`config.mk`:
```
export PLATFORM = sky130hd
export DESIGN_NAME = product_bcd_display
export DESIGN_NICKNAME = d
export VERILOG_FILES = /design/src/rtl/product_bcd_display.sv
export SDC_FILE = /design/constraint.sdc
export NUM_CORES = 1
export LEC_CHECK = 0
export CAP_MARGIN = 20
export CORE_UTILIZATION = 51
export CTS_BUF_LIST = sky130_fd_sc_hd__clkbuf_4 sky130_fd_sc_hd__clkbuf_8
export DETAILED_ROUTE_END_ITERATION = 8
export HOLD_SLACK_MARGIN = 0.15
export PLACE_DENSITY = 0.77
export SETUP_SLACK_MARGIN = 0.5
export SLEW_MARGIN = 25
export SYNTH_ARGS = -nofsm -noshare
export SYNTH_HDL_FRONTEND = slang
export SYNTH_SLANG_ARGS = --single-unit
export TNS_END_PERCENT = 50
```
`constraint.sdc`:
```
create_clock -name clk_i -period 2.2 [get_ports clk_i]
set_input_delay 0.33 -clock clk_i [delete_from_list [all_inputs] [get_ports clk_i]]
set_output_delay 0.33 -clock clk_i [all_outputs]
set_load 0.005 [all_outputs]
```
`src/rtl/product_bcd_display.sv`:
```
// Captures the multiplier product on the rising edge of done_i and converts it to BCD by
// double-dabble, one bit per clock. Drives blanked active-low 7-segment patterns.
module product_bcd_display #(
  parameter int unsigned BIN_WIDTH = 8,
  parameter int unsigned DIGITS    = 3
) (
  input  logic                  clk_i,
  input  logic                  rst_i,
  input  logic                  done_i,
  input  logic [BIN_WIDTH-1:0]  bin_i,
  output logic                  busy_o,
  output logic                  valid_o,
  output logic [4*DIGITS-1:0]   bcd_o,
  output logic [7*DIGITS-1:0]   seg_o
);

  localparam int unsigned BcdW = 4 * DIGITS;
  localparam int unsigned ScrW = BcdW + BIN_WIDTH;
  localparam int unsigned CntW = (BIN_WIDTH > 1) ? $clog2(BIN_WIDTH) : 1;
  localparam logic [CntW-1:0] CntLast = CntW'(BIN_WIDTH - 1);
  // Reset display: digit0 shows '0', every higher digit blank.
  localparam logic [7*DIGITS-1:0] SegReset = {{(7 * DIGITS - 7){1'b1}}, 7'b1000000};

  if (10 ** DIGITS <= 2 ** BIN_WIDTH) begin : g_digits_check
    $error("DIGITS too small to hold every BIN_WIDTH-bit value");
  end

  typedef enum logic [1:0] {StIdle, StShift, StDone} state_e;

  state_e                 state_q, state_d;
  logic [ScrW-1:0]        scratch_q, scratch_d, adjusted;
  logic [CntW-1:0]        cnt_q, cnt_d;
  logic                   done_q;
  logic                   valid_q;
  logic [BcdW-1:0]        bcd_q, bcd_new;
  logic [7*DIGITS-1:0]    seg_q, seg_d;
  logic [3:0]             nib;
  logic                   upper_zero;

  function automatic logic [6:0] seg7(input logic [3:0] d);
    logic [6:0] p;
    unique case (d)
      4'd0:    p = 7'b1000000;
      4'd1:    p = 7'b1111001;
      4'd2:    p = 7'b0100100;
      4'd3:    p = 7'b0110000;
      4'd4:    p = 7'b0011001;
      4'd5:    p = 7'b0010010;
      4'd6:    p = 7'b0000010;
      4'd7:    p = 7'b1111000;
      4'd8:    p = 7'b0000000;
      4'd9:    p = 7'b0010000;
      default: p = 7'b1111111;
    endcase
    return p;
  endfunction

  // Add-3 correction on every BCD nibble ahead of the shift.
  always_comb begin
    adjusted = scratch_q;
    for (int i = 0; i < int'(DIGITS); i++) begin
      if (scratch_q[BIN_WIDTH + 4*i +: 4] >= 4'd5) begin
        adjusted[BIN_WIDTH + 4*i +: 4] = scratch_q[BIN_WIDTH + 4*i +: 4] + 4'd3;
      end
    end
  end

  always_comb begin
    state_d   = state_q;
    scratch_d = scratch_q;
    cnt_d     = cnt_q;
    unique case (state_q)
      StIdle: begin
        if (done_i && !done_q) begin
          scratch_d = {{BcdW{1'b0}}, bin_i};
          cnt_d     = '0;
          state_d   = StShift;
        end
      end
      StShift: begin
        scratch_d = {adjusted[ScrW-2:0], 1'b0};
        cnt_d     = cnt_q + CntW'(1);
        if (cnt_q == CntLast) begin
          state_d = StDone;
        end
      end
      StDone:  state_d = StIdle;
      default: state_d = StIdle;
    endcase
  end

  // Leading-zero blanking: scan from the top digit down; digit0 is always shown.
  always_comb begin
    bcd_new    = scratch_q[ScrW-1:BIN_WIDTH];
    seg_d      = '0;
    nib        = '0;
    upper_zero = 1'b1;
    for (int i = int'(DIGITS) - 1; i >= 0; i--) begin
      nib = bcd_new[4*i +: 4];
      if (nib != 4'd0) begin
        upper_zero = 1'b0;
      end
      if (i > 0 && upper_zero) begin
        seg_d[7*i +: 7] = 7'b1111111;
      end else begin
        seg_d[7*i +: 7] = seg7(nib);
      end
    end
  end

  always_ff @(posedge clk_i) begin
    if (!rst_i) begin
      state_q   <= StIdle;
      scratch_q <= '0;
      cnt_q     <= '0;
      done_q    <= 1'b1;
      valid_q   <= 1'b0;
      bcd_q     <= '0;
      seg_q     <= SegReset;
    end else begin
      state_q   <= state_d;
      scratch_q <= scratch_d;
      cnt_q     <= cnt_d;
      done_q    <= done_i;
      valid_q   <= (state_q == StDone);
      if (state_q == StDone) begin
        bcd_q <= bcd_new;
        seg_q <= seg_d;
      end
    end
  end

  assign busy_o  = (state_q != StIdle);
  assign valid_o = valid_q;
  assign bcd_o   = bcd_q;
  assign seg_o   = seg_q;

endmodule

```
**Word level (Yosys, flattened, before mapping)**

Memories as Yosys holds them, arrays and structs flattened. A register that Yosys moved wholly into a read port is not among the register bits.
Index checks and enable logic that the tools add are counted.

- Bits in registers: 60
- Latch bits: 0
- Bits in writable memories: 0
- Memory bits (read-only): 336
- Input port bits: 11
- Output and inout bits: 35
- Logic and storage cells: 50
- Memories: 3

Memories:

| name | depth | width | rd ports | clocked after Yosys merged registers in | wr ports | RTL line | source |
|---|---|---|---|---|---|---|---|
| (name not given) | 16 | 7 | 1 | 1 | 0 | 42 | `unique case (d)` |
| (name not given) | 16 | 7 | 1 | 1 | 0 | 42 |  |
| (name not given) | 16 | 7 | 1 | 1 | 0 | 42 |  |

- Add/sub/neg operators: 4
- Multiply operators: 0
- Div/mod/pow operators: 0
- Magnitude comparators: 3
- Eq/ne operators: 5
- Shift-type cells: 0
- Muxes and demuxes: 18
- Bitwise logic cells: 0
- Reductions and logical operators: 10

Operator list:

| operator | count |
|---|---|
| 20-bit case mux with 2 select lines | 1 |
| 4-bit 2-to-1 mux | 6 |
| 20-bit 2-to-1 mux | 1 |
| 7-bit 2-to-1 mux | 2 |
| 4-bit by 3-bit >= comparator with 1-bit output (second input constant) | 3 |
| 4-bit by 2-bit adder with 4-bit output (second input constant) | 2 |
| 4-bit nonzero test | 2 |
| 3-bit 2-to-1 mux | 2 |
| 3-bit case mux with 2 select lines | 1 |
| 2-bit 2-to-1 mux | 2 |
| 2-bit != test (second input constant) | 2 |
| 2-bit case mux with 2 select lines | 1 |
| 2-bit AND reduction | 2 |
| 2-bit nonzero test | 2 |
| 3-bit by 1-bit adder with 3-bit output (second input constant) | 1 |
| 3-bit by 2-bit adder with 3-bit output (second input constant) | 1 |
| 3-bit equality test (second input constant) | 1 |
| 2-bit by 1-bit equality test with 1-bit output (second input constant) | 1 |
| 2-bit equality test (second input constant) | 1 |
| 1-bit zero test | 2 |
| 2-bit zero test | 1 |
| 1-bit 2-to-1 mux | 2 |
| 1-bit logical AND | 1 |

**Depth between registers and ports, before layout**

- Depth after elaboration: 6
- Gate-level depth with buffers: 12
- Depth with buffers taken out: 11

**Worst setup path before layout**

OpenSTA, ideal clock, no wires.

- Path kind: reg2reg
- From: reg scratch_q[9]
- To: reg with a tool-made name
- Library setup time: 75 ps
- Arrival: 2130 ps
- Data required time: 2125 ps
- Setup slack: -5 ps
- Cell stages (with the launch flop): 12
- Buffers on the path: 1
- Clock period less this slack: 2205 ps
- Path through: dfxtp_1 clkbuf_1 inv_1 ha_1 nand2b_1 nor3b_1 a21oi_1 o2bb2ai_1 inv_1 ha_1 o21a_1 o22ai_1

RTL lines:

| element | RTL line | source |
|---|---|---|
| from (decl) | 31 | `logic [ScrW-1:0] scratch_q, scratch_d, adjusted;` |
| from (signal assigned) | 122 | `scratch_q <= scratch_d;` |

==> insert_results.sql <==
INSERT INTO impl_metrics (metric_group, metric, value, unit) VALUES
('synthesis', 'syn_area', '3290', 'µm²'),
('synthesis', 'yosysWarningCount', '0', ''),
('clock_tree', 'clock_sink_count', '74', ''),
('cells_and_area', 'antenna_cells', '0', ''),
('grt', 'grt_overflow_total', '0', ''),
('cells_and_area', 'areaGrowthSynthToFinish', '47.2', '%'),
('detailed_routing', 'wl_met3', '564', 'µm'),
('sta', 'finalHoldViolCount', '0', ''),
('sta', 'finalCritPeriodShare', '90.3', '%'),
('sta', 'highest_clock_frequency_the_design_can_meet', '503', 'MHz'),
('grt', 'maximum_number_of_pins_on_one_net_before_global_route_repair', '34', ''),
('synthesis', 'synth_top_family_by_area', 'compound AO/OA/AOI/OAI gates', ''),
('detailed_routing', 'topRoutingLayerUsed', 'met4', ''),
('sta', 'slew_at_the_pin_closest_to_its_max_slew_limit', '0.399', 'ns'),
('power_and_ir_drop', 'total_leakage_power', '1.88', 'nW'),
('detailed_routing', 'drc', '0', ''),
('floorplan', 'dieWidth', '82.3', 'µm'),
('grt', 'initial_antenna_violation_count', '0', ''),
('detailed_routing', 'drt-wirelength-per-cell', '15.9', 'µm'),
('sta', 'worst_slack', '0.213', 'ns'),
('clock_tree', 'clock_tree_root_buffer_cell', 'sky130_fd_sc_hd__clkbuf_8', ''),
('grt', 'grt_pass1_vias', '2843', ''),
('detailed_routing', 'route.detailed.vias_per_inst', '5.68', ''),
('sta', 'max_slew_margin', '73.4', '%'),
('synthesis', 'synthDominantCellAreaShare', '45.0', '%'),
('sta', 'setup_total_neg_slack', '0', 'ns'),
('critical_path', 'timing.critical_path.required', '2.43', 'ns'),
('critical_path', 'setup.worst_path.end_class', 'flop', ''),
('run_status', 'outcome', 'finished, final reports clean', ''),
('critical_path', 'worstSetupPathType', 'in2reg', ''),
('critical_path', 'critical_path.cell_chain', 'clkdlybuf4s50_1 -> nand2b_1 -> a21oi_2 -> nor2_4 -> buf_4 -> a22o_4 -> ha_4 -> inv_2 -> o21ai_2 -> a21oi_2', ''),
('critical_path', 'crit_top_cell', 'sky130_fd_sc_hd__a21oi_2', ''),
('synthesis', 'synth_enable_flop_cells', '0', ''),
('synthesis', 'ys_top_cells_by_area', 'sky130_fd_sc_hd__dfxtp_1 (45%), sky130_fd_sc_hd__ha_1 (8.4%), sky130_fd_sc_hd__nand2_1 (7.5%)', ''),
('power_and_ir_drop', 'power.density', '538', 'nW/µm²'),
('sta', 'rsz0062_at_grt', 'yes', ''),
('floorplan', 'ioPinCount', '46', ''),
('synthesis', 'fraction_of_the_mapped_netlist_area_in_simple_logic_gates', '17.0', '%'),
('synthesis', 'netlist-cell-type-count', '46', ''),
('clock_tree', 'ctsLongestPathBuffers', '2', ''),
('critical_path', 'reg2reg_from', 'scratch_q[13]$_SDFFE_PN0N_', ''),
('detailed_routing', 'detailed_route_via_count', '3144', ''),
('floorplan', 'coreArea', '6060', 'µm²'),
('sta', 'timing_max_transition_violations_final', '0', ''),
('critical_path', 'critical_path_arrival', '2.21', 'ns'),
('floorplan', 'die_y', '82.3', 'µm'),
('clock_tree', 'clkSlewWorstSetupHoldPaths', '0.08', 'ns'),
('clock_tree', 'cts_tree', 'built', ''),
('detailed_routing', 'drt-initial-drc-count', '184', ''),
('hold_path', 'hp-class', 'reg2reg', ''),
('detailed_routing', 'routedLengthMet1', '3740', 'µm'),
('detailed_routing', 'drtPass1Iterations', '5', ''),
('synthesis', 'synth.top_cells.by_count', 'sky130_fd_sc_hd__dfxtp_1 (74), sky130_fd_sc_hd__nand2_1 (66), sky130_fd_sc_hd__a21oi_1 (35)', ''),
('sta', 'post-route-min-period', '1.99', 'ns'),
('clock_tree', 'htree_num_levels', '3', ''),
('power_and_ir_drop', 'vdd_drop_max', '741', 'µV'),
('synthesis', 'synth_area_per_cell', '8.60', 'µm²'),
('synthesis', 'synthCells', '383', ''),
('place', 'post-dp-hpwl', '5250', 'µm'),
('detailed_routing', 'ant_nets', '0', ''),
('floorplan', 'rows', '28', ''),
('synthesis', 'yosys.cell_count.top_type', 'sky130_fd_sc_hd__dfxtp_1', ''),
('cells_and_area', 'final_layout_size_suffix_gt1_share', '31.9', '%'),
('clock_tree', 'clock_latency_of_the_later_clocked_register_in_the_worst_skew_pair', '0.34', 'ns'),
('critical_path', 'cpPeakStageDelay', '0.49', 'ns'),
('synthesis', 'synth_top_area_cell', 'sky130_fd_sc_hd__dfxtp_1', ''),
('synthesis', 'synth_fa_ha_area_share', '8.36', '%'),
('place', 'pre_cts_ws', '-0.0909', 'ns'),
('floorplan', 'start_util', '54.3', '%'),
('grt', 'globalRouteTotalUtil', '26.3', '%'),
('detailed_routing', 'wl_met2', '4300', 'µm');
==> worst paths after layout <==
check / endpoint / slack, ns / depth (start not counted)
worst max-delay path: flop / 0.21 / 10
worst min-delay path: seg_o[11]$_SDFFE_PN1P_ / 0.45 / 2
worst max register to register: flop / 0.25 / 9
worst min register to register: seg_o[11]$_SDFFE_PN1P_ / 0.45 / 2
==> final cells by class <==
| class | count | area [µm²] |
|---|---|---|
| well taps | 75 | 93.8 |
| inverters | 21 | 109 |
| flip-flops and latches | 74 | 1510 |
| clock buffers | 11 | 151 |
| clock inverters | 5 | 61.3 |
| repair buffers | 101 | 881 |
| fillers | 365 | 1220 |
| multi-input cells | 267 | 2040 |
==> worst max-delay path, delay by kind of cell <==
kind,cells,cell delay [ns]
AOI/OAI and AO/OA,4,0.72
buffers and inverters,3,0.68
and+or+nand+nor,2,0.19
adders and majority gates,1,0.29
==> layout by cell type, fill, tap and decap left out, types with 4 or more instances in the layout <==
master                            count
sky130_fd_sc_hd__dfxtp_1             66
sky130_fd_sc_hd__nand2_1             64
sky130_fd_sc_hd__buf_4               54
sky130_fd_sc_hd__clkdlybuf4s50_1     44
sky130_fd_sc_hd__a21oi_1             28
sky130_fd_sc_hd__nor2_1              27
sky130_fd_sc_hd__o21ai_0             14
sky130_fd_sc_hd__ha_4                11
sky130_fd_sc_hd__clkbuf_8            11
sky130_fd_sc_hd__inv_2               10
sky130_fd_sc_hd__a311oi_1             9
sky130_fd_sc_hd__o22ai_1              9
sky130_fd_sc_hd__ha_1                 9
sky130_fd_sc_hd__a22o_1               8
sky130_fd_sc_hd__nor3_1               8
sky130_fd_sc_hd__a21oi_2              7
sky130_fd_sc_hd__dfxtp_4              6
sky130_fd_sc_hd__inv_1                4
sky130_fd_sc_hd__o2bb2ai_1            4
sky130_fd_sc_hd__mux2i_1              4
sky130_fd_sc_hd__nand3_1              4
==> repair_timing <==
item	in CTS	in global routing
pin swaps	21	19
endpoints found under the setup margin	16	17
gates resized for setup	46	19
setup buffers	15	11
hold buffers	0	0
==> layer usage <==
| metal | up-vias | track usage, % |
|---|---|---|
| li1 | 1515 | - |
| met1 | 1483 | 31.5 |
| met2 | 124 | 44.1 |
| met3 | 22 | 6.59 |
| met4 | 0 | 11.9 |
| met5 | - | 0 |
==> kinds of logic after synthesis <==
kind of cell / Yosys count
muxes: 6
adders and majority gates: 22
DFF: 74
buffers and inverters: 42
xor gates and xnor gates: 4
AOI/OAI and AO/OA: 109
and+or+nand+nor: 126
==> where the power goes <==
group | total [mW] | internal (mW) | switching (mW) | leakage, nW
Combinational | 0.144 | 0.0675 | 0.0761 | 1.18
Sequential | 1.36 | 1.35 | 0.0107 | 0.604
Clock | 1.11 | 0.589 | 0.518 | 0.0982
==> per-stage QoR <==
stage	total power, mW	cell area (µm²)	instances	util [%]	hold WS (ns)
after detailed placement	1.52	4160	512	68.7	0.433
after floorplan	1.46	3480	383	-	0.418
after global placement	1.52	4160	512	68.7	0.422
after CTS	2.61	4680	543	77.2	0.453
after global routing	2.70	4840	554	79.9	0.474
final	2.61	4840	554	79.9	0.454
(Power assumes the default switching activity.)
